==> config.mk <==
export PLATFORM = sky130hd
export DESIGN_NAME = laser_spot_finder
export DESIGN_NICKNAME = d
export VERILOG_FILES = /design/src/rtl/laser_spot_finder_pkg.sv /design/src/rtl/laser_spot_finder_seq_divider.sv /design/src/rtl/laser_spot_finder.sv
export SDC_FILE = /design/constraint.sdc
export NUM_CORES = 1
export LEC_CHECK = 0
export BUFFER_PORTS_ARGS = -buffer_cell sky130_fd_sc_hd__buf_2
export CAP_MARGIN = 10
export CORE_UTILIZATION = 55
export DETAILED_ROUTE_END_ITERATION = 10
export PLACE_DENSITY = 0.79
export SYNTH_ARGS = -nofsm -noshare
export SYNTH_HDL_FRONTEND = slang
export SYNTH_SLANG_ARGS = --single-unit
==> constraint.sdc <==
create_clock -name clk -period 7.65 [get_ports clk]
set_clock_uncertainty 0.05 [all_clocks]
set_input_delay 2.295 -clock clk [delete_from_list [all_inputs] [get_ports clk]]
set_output_delay 2.295 -clock clk [all_outputs]
set_load 0.05 [all_outputs]
==> src/rtl/laser_spot_finder_pkg.sv <==
// laser_spot_finder_pkg: shared RGB332 field positions, frame geometry defaults, datapath widths and FSM states.
package laser_spot_finder_pkg;
  localparam int H_RES_D = 160;
  localparam int V_RES_D = 120;
  localparam int SUM_W = 22;
  localparam int CNT_W = 15;
  localparam int DIV_CYCLES = 22;
  localparam int R_HI = 7, R_LO = 5, G_HI = 4, G_LO = 2, B_HI = 1, B_LO = 0;
  typedef enum logic [1:0] {IDLE, DIVX, DIVY, DONE} state_t;
  function automatic logic is_hit(input logic [7:0] p, input int red_min, input int green_max, input int blue_max);
    return int'(p[R_HI:R_LO]) >= red_min && int'(p[G_HI:G_LO]) <= green_max && int'(p[B_HI:B_LO]) <= blue_max;
  endfunction
endpackage

==> src/rtl/laser_spot_finder_seq_divider.sv <==
// laser_spot_finder_seq_divider: restoring divider, one quotient bit per cycle.
// The first step happens on the start edge itself, so done rises exactly DIV_CYCLES cycles after start.
module laser_spot_finder_seq_divider
  import laser_spot_finder_pkg::*;
(
  input  logic             clk,
  input  logic             rst_n,
  input  logic             start,
  input  logic [SUM_W-1:0] dividend,
  input  logic [CNT_W-1:0] divisor,
  output logic [SUM_W-1:0] quotient,
  output logic             done
);
  logic [CNT_W-1:0] rem, dvs, cur_rem, cur_dvs;
  logic [SUM_W-1:0] cur_q;
  logic [CNT_W:0] sh;
  logic [CNT_W+1:0] diff;
  logic [4:0] left;
  always_comb begin
    cur_q = start ? dividend : quotient;
    cur_rem = start ? '0 : rem;
    cur_dvs = start ? divisor : dvs;
    sh = {cur_rem, cur_q[SUM_W-1]};
    diff = {1'b0, sh} - {2'b0, cur_dvs};
  end
  always_ff @(posedge clk or negedge rst_n) begin
    if (!rst_n) begin
      quotient <= '0;
      rem <= '0;
      dvs <= '0;
      left <= '0;
      done <= 1'b0;
    end else begin
      done <= !start && left == 5'd1;
      if (start || left != 5'd0) begin
        quotient <= {cur_q[SUM_W-2:0], ~diff[CNT_W+1]};
        rem <= diff[CNT_W+1] ? sh[CNT_W-1:0] : diff[CNT_W-1:0];
        dvs <= cur_dvs;
        left <= start ? 5'(DIV_CYCLES - 1) : left - 5'd1;
      end
    end
  end
endmodule

==> src/rtl/laser_spot_finder.sv <==
// laser_spot_finder: thresholds the capture pixel stream for laser-red and reports one centroid per frame.
// Define SPOT_BBOX_EN to add per-frame hit bounding-box outputs latched with spot_valid.
module laser_spot_finder
  import laser_spot_finder_pkg::*;
#(
  parameter int H_RES     = H_RES_D,
  parameter int V_RES     = V_RES_D,
  parameter int RED_MIN   = 6,
  parameter int GREEN_MAX = 3,
  parameter int BLUE_MAX  = 1,
  parameter int MIN_PIX   = 4
) (
  input  logic       clk,
  input  logic       rst_n,
  input  logic       cam_vsync,
  input  logic       capture_we,
  input  logic [7:0] capture_data,
  output logic [7:0] spot_x,
  output logic [6:0] spot_y,
  output logic       spot_found,
  output logic       spot_valid,
  output logic       busy,
  output logic       overrun
`ifdef SPOT_BBOX_EN
  ,
  output logic [7:0] bbox_xmin,
  output logic [7:0] bbox_xmax,
  output logic [6:0] bbox_ymin,
  output logic [6:0] bbox_ymax
`endif
);
  state_t state, state_nx;
  logic [2:0] vs_sr;
  logic [7:0] x, qx, qx_c;
  logic [6:0] y, qy_c;
  logic [SUM_W-1:0] sum_x, sum_y, snap_y, quot, dividend;
  logic [CNT_W-1:0] cnt, snap_cnt, divisor;
  logic frame_end, accept, hit, div_start, div_done;
  always_comb begin
    frame_end = vs_sr[1] & ~vs_sr[2];
    accept = frame_end && state == IDLE;
    hit = capture_we && !vs_sr[1] && is_hit(capture_data, RED_MIN, GREEN_MAX, BLUE_MAX) && cnt != '1;
    div_start = accept || (state == DIVX && div_done);
    dividend = state == IDLE ? sum_x : snap_y;
    divisor = state == IDLE ? cnt : snap_cnt;
    qx_c = quot > SUM_W'(H_RES - 1) ? 8'(H_RES - 1) : quot[7:0];
    qy_c = quot > SUM_W'(V_RES - 1) ? 7'(V_RES - 1) : quot[6:0];
    state_nx = state == IDLE ? (accept ? DIVX : IDLE) :
               state == DIVX ? (div_done ? DIVY : DIVX) :
               state == DIVY ? (div_done ? DONE : DIVY) : IDLE;
    busy = state != IDLE;
    spot_valid = state == DONE;
    overrun = frame_end && busy;
  end
  laser_spot_finder_seq_divider u_div (
    .clk(clk), .rst_n(rst_n), .start(div_start), .dividend(dividend),
    .divisor(divisor), .quotient(quot), .done(div_done)
  );
  always_ff @(posedge clk or negedge rst_n) begin
    if (!rst_n) begin
      state <= IDLE;
      vs_sr <= '0;
      x <= '0;
      y <= '0;
    end else begin
      state <= state_nx;
      vs_sr <= {vs_sr[1:0], cam_vsync};
      if (vs_sr[1]) begin
        x <= '0;
        y <= '0;
      end else if (capture_we) begin
        x <= x == 8'(H_RES - 1) ? 8'd0 : x + 8'd1;
        if (x == 8'(H_RES - 1) && y != 7'(V_RES - 1)) y <= y + 7'd1;
      end
    end
  end
  // Accumulators clear on every frame end, even one dropped for overrun.
  always_ff @(posedge clk or negedge rst_n) begin
    if (!rst_n) begin
      sum_x <= '0;
      sum_y <= '0;
      cnt <= '0;
      snap_y <= '0;
      snap_cnt <= '0;
      qx <= '0;
      spot_x <= '0;
      spot_y <= '0;
      spot_found <= 1'b0;
    end else begin
      if (frame_end) begin
        sum_x <= '0;
        sum_y <= '0;
        cnt <= '0;
      end else if (hit) begin
        sum_x <= sum_x + SUM_W'(x);
        sum_y <= sum_y + SUM_W'(y);
        cnt <= cnt + 1'b1;
      end
      if (accept) begin
        snap_y <= sum_y;
        snap_cnt <= cnt;
      end
      if (state == DIVX && div_done) qx <= qx_c;
      if (state == DIVY && div_done) begin
        spot_found <= snap_cnt >= CNT_W'(MIN_PIX);
        if (snap_cnt >= CNT_W'(MIN_PIX)) begin
          spot_x <= qx;
          spot_y <= qy_c;
        end
      end
    end
  end
`ifdef SPOT_BBOX_EN
  logic [7:0] bx_min, bx_max, sbx_min, sbx_max;
  logic [6:0] by_min, by_max, sby_min, sby_max;
  always_ff @(posedge clk or negedge rst_n) begin
    if (!rst_n) begin
      {bx_min, bx_max, by_min, by_max} <= '0;
      {sbx_min, sbx_max, sby_min, sby_max} <= '0;
      {bbox_xmin, bbox_xmax, bbox_ymin, bbox_ymax} <= '0;
    end else begin
      if (frame_end) {bx_min, bx_max, by_min, by_max} <= '0;
      else if (hit) begin
        bx_min <= (cnt == '0 || x < bx_min) ? x : bx_min;
        bx_max <= (cnt == '0 || x > bx_max) ? x : bx_max;
        by_min <= (cnt == '0 || y < by_min) ? y : by_min;
        by_max <= (cnt == '0 || y > by_max) ? y : by_max;
      end
      if (accept) {sbx_min, sbx_max, sby_min, sby_max} <= {bx_min, bx_max, by_min, by_max};
      if (state == DIVY && div_done) {bbox_xmin, bbox_xmax, bbox_ymin, bbox_ymax} <= {sbx_min, sbx_max, sby_min, sby_max};
    end
  end
`endif
endmodule

==> impl_metrics.json, run 1 <==
{
  "grt_pass1_wl_um": 37800,
  "r2r_slack_ps": 2330,
  "pin_count": 31,
  "final_area_mm2": 0.0114,
  "p_per_area_mw_per_mm2": 315,
  "die_w_um": 140,
  "worst_pin_slew_ps": 992,
  "areaGrowthSynthToFinish_pct": 8.75,
  "cp_num_cells": 18,
  "worstPathArrival_ps": 5580,
  "synth_top_flop_cell": "dfrtp_1",
  "finalPower_uw": 3600,
  "cp-start-kind": "flop",
  "final_max_slew_viol_count": 0,
  "power.leakage_uw": 0.00519,
  "p_switching_uw": 1340,
  "syn-num-nets": 1126,
  "crit_required_ps": 7900,
  "synth.largest_area_cell": "dfrtp_1",
  "utilization_pct": 61.0,
  "antenna_found_initial": 0,
  "port_buffers": 26,
  "cts_root_buf": "clkbuf_16",
  "holdBufCountCts": 0,
  "cts.path.max_buffers": 2,
  "cts-resized-gates": 0,
  "r2r_start": "vs_sr[1]$_DFF_PN0_",
  "tns_ps": 0,
  "place_ws_ps": 2430,
  "synth_edf_count": 0,
  "synth_area_per_cell_um2": 9.72,
  "peakVddDrop_v": 0.000163,
  "die-area_mm2": 0.0196,
  "initial_core_util_pct": 56.1,
  "synth_cell_types": 74,
  "cp-startpoint": "vs_sr[1]$_DFF_PN0_",
  "cts_max_level": 4,
  "core-area_mm2": 0.0187,
  "nNetsFinal": 1135,
  "finalCriticalPeriod_ps": 5320,
  "synthCells": 1079,
  "cts_setup_buffers": 0,
  "vias_per_cell": 5.91,
  "hpwlAfterDp_um": 15100,
  "grt_max_degree": 72,
  "yosysSeqAreaShare_pct": 47.2,
  "min_from": "vs_sr[0]$_DFF_PN0_",
  "grt.overflow.total": 0,
  "fillers": 1481,
  "num_rows": 50,
  "worstHoldPathCells": 0,
  "die_h_um": 140,
  "grt_use_total_pct": 24.1,
  "layout_setup_ws_ps": 2330,
  "async_flop_share_pct": 100,
  "status": "finished clean",
  "grt_pass1_vias": 7710,
  "drt_iter0_drc": 560,
  "yosysWarnings": 0,
  "worstReg2RegEnd": "u_div.rem[12]$_DFFE_PN0P_",
  "drt_wl_total_um": 22200,
  "p_seq_share_pct": 38.0,
  "num_vias": 7888,
  "max_stage_delay_ps": 730,
  "layout-drive-gt1-share_pct": 12.3,
  "antenna_left": 0,
  "critPathKind": "reg2reg",
  "p_comb_share_pct": 36.8,
  "hold_path.class": "reg2reg",
  "netSwitchingFraction_pct": 37.2,
  "worst-path-buf-inv": 4,
  "path_clk_slew_ps": 70,
  "mappedNetlistArea_mm2": 0.0105,
  "drc_errors": 0,
  "synth_top_area_share_pct": 47.2,
  "worstPathCellList": "buf_4, nor4b_4, buf_4, nor2_4, buf_4, o21ai_0, ha_1, fa_1, nor2b_1, o21ai_0, o211ai_1, a21o_2, a21oi_4, o311ai_1, buf_4, nor2_2, a22oi_1, o32ai_2",
  "slew_headroom_pct": 33.7,
  "routabilityCongestion": 0.896,
  "dr.pass1.iters": 10,
  "crit_fanout": 41,
  "antenna_cells": 0,
  "numClockSinks": 198,
  "period_share_pct": 69.6,
  "hold_end": "vs_sr[1]$_DFF_PN0_",
  "ys_ff_latch": 198,
  "numCtsBuffers": 17,
  "crit_slowest_cell": "o311ai_1",
  "worstSetupEndpointType": "flop",
  "clock_latency_ps": 440,
  "crit_top_cell": "buf_4",
  "p_int_uw": 2260,
  "rsz0062_at_grt": "no",
  "finalSetupViolCount": 0,
  "cap_viol_max_count": 0,
  "synth_area_leaders": "dfrtp_1 (47%), nand2_1 (5.3%), mux2_2 (4.0%), ha_1 (3.8%), xor2_1 (3.6%)",
  "wl_per_cell_um": 16.6,
  "place_area_mm2": 0.0108,
  "fmax_ghz": 0.188,
  "clkPwrFrac_pct": 25.2,
  "crit_family": "compound AO/OA/AOI/OAI gates",
  "cts_tree": "yes",
  "finalHoldViolations": 0,
  "worst-r2r-cell-count": 18
}
## cells by family after synthesis
family	Yosys count	share of synthesized area, %
and+or+nand+nor	400	18.5
AOI/OAI and AO/OA	234	15.1
DFF	198	47.2
buffers and inverters	88	3.33
xor gates and xnor gates	70	5.84
muxes	54	5.63
adders and majority gates	35	4.39
## worst max-delay path by stage
| stage | to |
|---|---|
| final | u_div.rem[12]$_DFFE_PN0P_ |
| after floorplan | sum_x[21]$_DFFE_PN0P_ |
| after global routing | u_div.rem[12]$_DFFE_PN0P_ |
| after CTS | u_div.rem[12]$_DFFE_PN0P_ |
| after global placement | sum_x[21]$_DFFE_PN0P_ |
| after detailed placement | sum_x[21]$_DFFE_PN0P_ |
## cells in the mapped netlist, types with 3 or more instances
library cell    n
o22ai_1         5
mux2i_1        16
nand2_1       148
and2_1         36
a41o_1          5
fa_1            3
o22a_1         11
o21a_1          6
a31oi_1        26
nor2b_1        11
dfrtp_1       198
a22oi_1         4
nand4_1        22
a32oi_1         3
o21bai_1        4
or3_1           4
nor2_1         83
xor2_1         43
and3_1         14
nor2_4          3
a211oi_1       30
and4_1          4
a21o_1          9
buf_1           3
mux2_2         37
a21oi_2         3
or2_2           5
ha_1           32
nor4_1          9
o21ai_1         4
o21ai_0        52
xnor2_1        27
a21oi_1        38
nand2b_1        5
nor3_1          8
inv_1          38
o31ai_1        10
nand3_1        36
clkbuf_1       40
## metal layers
metal	routed length (um)	GRT usage, %
met1	10300	31.9
met2	10600	40.2
met3	845	4.10
met4	354	8.44
met5	0	0
## state kept, by name (all words and copies together), names as in the netlist, named ones only
| register | count |
|---|---|
| qx | 8 |
| cnt | 15 |
| snap_y | 22 |
| spot_found | 1 |
| u_div.left | 5 |
| u_div.dvs | 15 |
| spot_y | 7 |
| spot_x | 8 |
| x | 8 |
| sum_x | 22 |
| snap_cnt | 15 |
| u_div.quotient | 22 |
| y | 7 |
| u_div.rem | 15 |
| vs_sr | 3 |
| state | 1 |
| u_div.done | 1 |
| sum_y | 22 |
## metrics by stage
step | cells | hold slack (ps)
floorplan | 1079 | 281
global placement | 1303 | 283
detailed placement | 1303 | 285
CTS | 1334 | 302
global route | 1334 | 314
finish | 1334 | 300
## worst reg2reg max path: cells and delay by family (launching register included)
| kind | cells | cell delay [ps] |
|---|---|---|
| buffers and inverters | 4 | 1300 |
| AND/OR/NAND/NOR | 4 | 1010 |
| AO/OA/AOI/OAI | 8 | 1790 |
| adder cells (fa/ha/maj) | 2 | 670 |
| flip-flops | 1 | 360 |
## placed cells by master, fill, tap and decap left out, drive strengths merged, types with 4 or more instances in the layout
cell    count
nand3      37
clkbuf     19
xor2       43
nand4      22
a21o       10
nor4        9
o22ai       5
nor2       87
o21bai      4
or3         4
a21oi      42
nand2b      5
and4        4
o22a       11
dfrtp     198
mux2i      17
o21ai      57
o31ai      11
and2       36
a31oi      26
xnor2      27
nor3        9
inv        46
a22oi       4
o21a        6
and3       14
a211oi     31
or2         5
nor2b      11
a41o        5
buf        38
nand2     149
ha         32
mux2       37
## cell type report
type	instances	area [um^2]	share of cell area (%)
multi-input cells	793	5190	45.5
flip-flops and latches	198	4950	43.4
clock buffers	18	429	3.76
well taps	234	293	2.57
repair buffers	39	236	2.07
clock inverters	13	160	1.40
inverters	39	146	1.28
## power groups by stage
stage | Sequential [uW] | Clock (uW) | Combinational, uW
after global placement | 1380 | 0 | 1270
after CTS | 1360 | 921 | 1310
after global routing | 1380 | 965 | 1480
after detailed placement | 1380 | 0 | 1300
after floorplan | 1330 | 0 | 1080
final | 1370 | 908 | 1320
Note: power is estimated with default switching activity, not from simulation.
==> run 2: changes to the inputs <==
==> constraint.sdc (replaced) <==
create_clock -name clk -period 5.42 [get_ports clk]
set_clock_uncertainty 0.05 [all_clocks]
set_input_delay 1.626 -clock clk [delete_from_list [all_inputs] [get_ports clk]]
set_output_delay 1.626 -clock clk [all_outputs]
set_load 0.05 [all_outputs]
==> run 2 against run 1 <==
Against the previous run:
- register-to-register slack got worse by 1300 ps
- worst setup slack got worse by 1300 ps
- critical path depth down 4
- design area up 0.53%
- first-iteration DRC count shrank 13%
- largest power group unchanged
- highest routed layer unchanged
==> impl_metrics.json, run 2 (synthesis results as in run 1) <==
{
  "grt_use_total_pct": 25.2,
  "p_seq_share_pct": 37.7,
  "numClockSinks": 198,
  "hpwlAfterDp_um": 15900,
  "critPathKind": "reg2reg",
  "layout_setup_ws_ps": 1020,
  "utilization_pct": 61.3,
  "worstPathArrival_ps": 4640,
  "core-area_mm2": 0.0187,
  "worst-path-buf-inv": 1,
  "antenna_found_initial": 0,
  "mostFrequentLayoutCell": "dfrtp_1",
  "p_int_uw": 3170,
  "place_area_mm2": 0.0109,
  "pin_count": 31,
  "worst_pin_slew_ps": 957,
  "p_per_area_mw_per_mm2": 447,
  "numCtsBuffers": 17,
  "worstSetupEndpointType": "flop",
  "crit_fanout": 34,
  "crit_top_cell": "o21ai_0",
  "cts_root_buf": "clkbuf_16",
  "die-area_mm2": 0.0196,
  "die_h_um": 140,
  "crit_required_ps": 5660,
  "fmax_ghz": 0.227,
  "drt_wl_total_um": 23500,
  "port_buffers": 26,
  "period_share_pct": 81.2,
  "grt_max_degree": 117,
  "areaGrowthSynthToFinish_pct": 9.33,
  "num_vias": 8028,
  "cap_viol_max_count": 0,
  "path_clk_slew_ps": 80,
  "crit_slowest_cell": "o311a_1",
  "netSwitchingFraction_pct": 38.1,
  "grt_pass1_vias": 7807,
  "wl_per_cell_um": 17.5,
  "place_ws_ps": 1090,
  "tns_ps": 0,
  "crit_family": "compound AO/OA/AOI/OAI gates",
  "vias_per_cell": 5.99,
  "peakVddDrop_v": 0.000212,
  "drt_iter0_drc": 486,
  "nNetsFinal": 1140,
  "cts_tree": "yes",
  "finalSetupViolCount": 0,
  "clkPwrFrac_pct": 25.6,
  "routabilityCongestion": 0.910,
  "p_comb_share_pct": 36.8,
  "cp-start-kind": "flop",
  "drc_errors": 0,
  "antenna_cells": 0,
  "clock_latency_ps": 450,
  "grt_pass1_wl_um": 39400,
  "status": "finished clean",
  "num_rows": 50,
  "dr.pass1.iters": 5,
  "slew_headroom_pct": 36.1,
  "p_switching_uw": 1950,
  "final_area_mm2": 0.0115,
  "layout-drive-gt1-share_pct": 12.8,
  "layout_common_cells": "dfrtp_1 (198), nand2_1 (148), nor2_1 (83)",
  "final_max_slew_viol_count": 0,
  "initial_core_util_pct": 56.1,
  "hold_path.class": "reg2reg",
  "holdBufCountCts": 0,
  "power.leakage_uw": 0.00523,
  "antenna_left": 0,
  "finalCriticalPeriod_ps": 4400,
  "cts_setup_buffers": 0,
  "cts.path.max_buffers": 2,
  "grt.overflow.total": 0,
  "worstPathCellList": "and3b_1, nor2_4, buf_4, and2_1, ha_1, a21oi_1, nor2b_1, or2_2, a21o_1, a2bb2oi_1, o311a_1, o21ai_0, o21ai_0, a31oi_1",
  "max_stage_delay_ps": 580,
  "cts_max_level": 4,
  "finalHoldViolations": 0,
  "cts-resized-gates": 0,
  "die_w_um": 140,
  "rsz0062_at_grt": "no"
}
[run 2: cell count changes in the layout (fill, tap and decap cells not counted)]
cell,change
inv_8,+3
bufinv_16,-1
buf_4,+5
clkbuf_1,-1
clkinv_8,+3
inv_6,-3
[run 2: power groups by stage]
| stage | sequential [uW] | clock (uW) | combinational, uW |
|---|---|---|---|
| 2_1_floorplan | 1880 | 0 | 1520 |
| 3_3_place_gp | 1940 | 0 | 1800 |
| 6_report | 1930 | 1310 | 1880 |
| 4_1_cts | 1920 | 1330 | 1880 |
| 3_5_place_dp | 1950 | 0 | 1870 |
| 5_1_grt | 1960 | 1380 | 2100 |
[run 2: metal layers]
metal	vias up	routed length (um)	global-route usage, %
met5	-	0	0
met4	0	464	9.43
met3	38	919	3.35
met2	187	11500	42.7
met1	3944	10600	33.2
li1	3859	-	-
[run 2: area by class of cell]
| cell class | count | area [um^2] |
|---|---|---|
| sequential | 198 | 4950 |
| timing repair buffer | 44 | 274 |
| tap | 234 | 293 |
| fill | 1536 | 7240 |
| inverter | 39 | 146 |
| clock inverter | 15 | 186 |
| multi-input combinational | 793 | 5190 |
| clock buffer | 17 | 425 |
[run 2: final timing paths]
check,from,endpoint,slack (ps),cells past startpoint
worst max-delay path,flop,u_div.rem[3]$_DFFE_PN0P_,1020,14
worst min-delay path,vs_sr[0]$_DFF_PN0_,vs_sr[1]$_DFF_PN0_,310,0
worst max register to register,flop,u_div.rem[3]$_DFFE_PN0P_,1020,14
worst min register to register,vs_sr[0]$_DFF_PN0_,vs_sr[1]$_DFF_PN0_,310,0
max in group asynchronous,rst_n,u_div.quotient[19]$_DFFE_PN0P_,3090,2
min in group asynchronous,rst_n,qx[3]$_DFFE_PN0P_,1240,1
[run 2: through the flow]
stage | hold slack [ps] | total power (uW) | std cells
floorplan | 281 | 3400 | 1079
global placement | 288 | 3740 | 1308
detailed placement | 290 | 3820 | 1308
CTS | 309 | 5130 | 1340
global route | 320 | 5430 | 1340
finish | 308 | 5120 | 1340
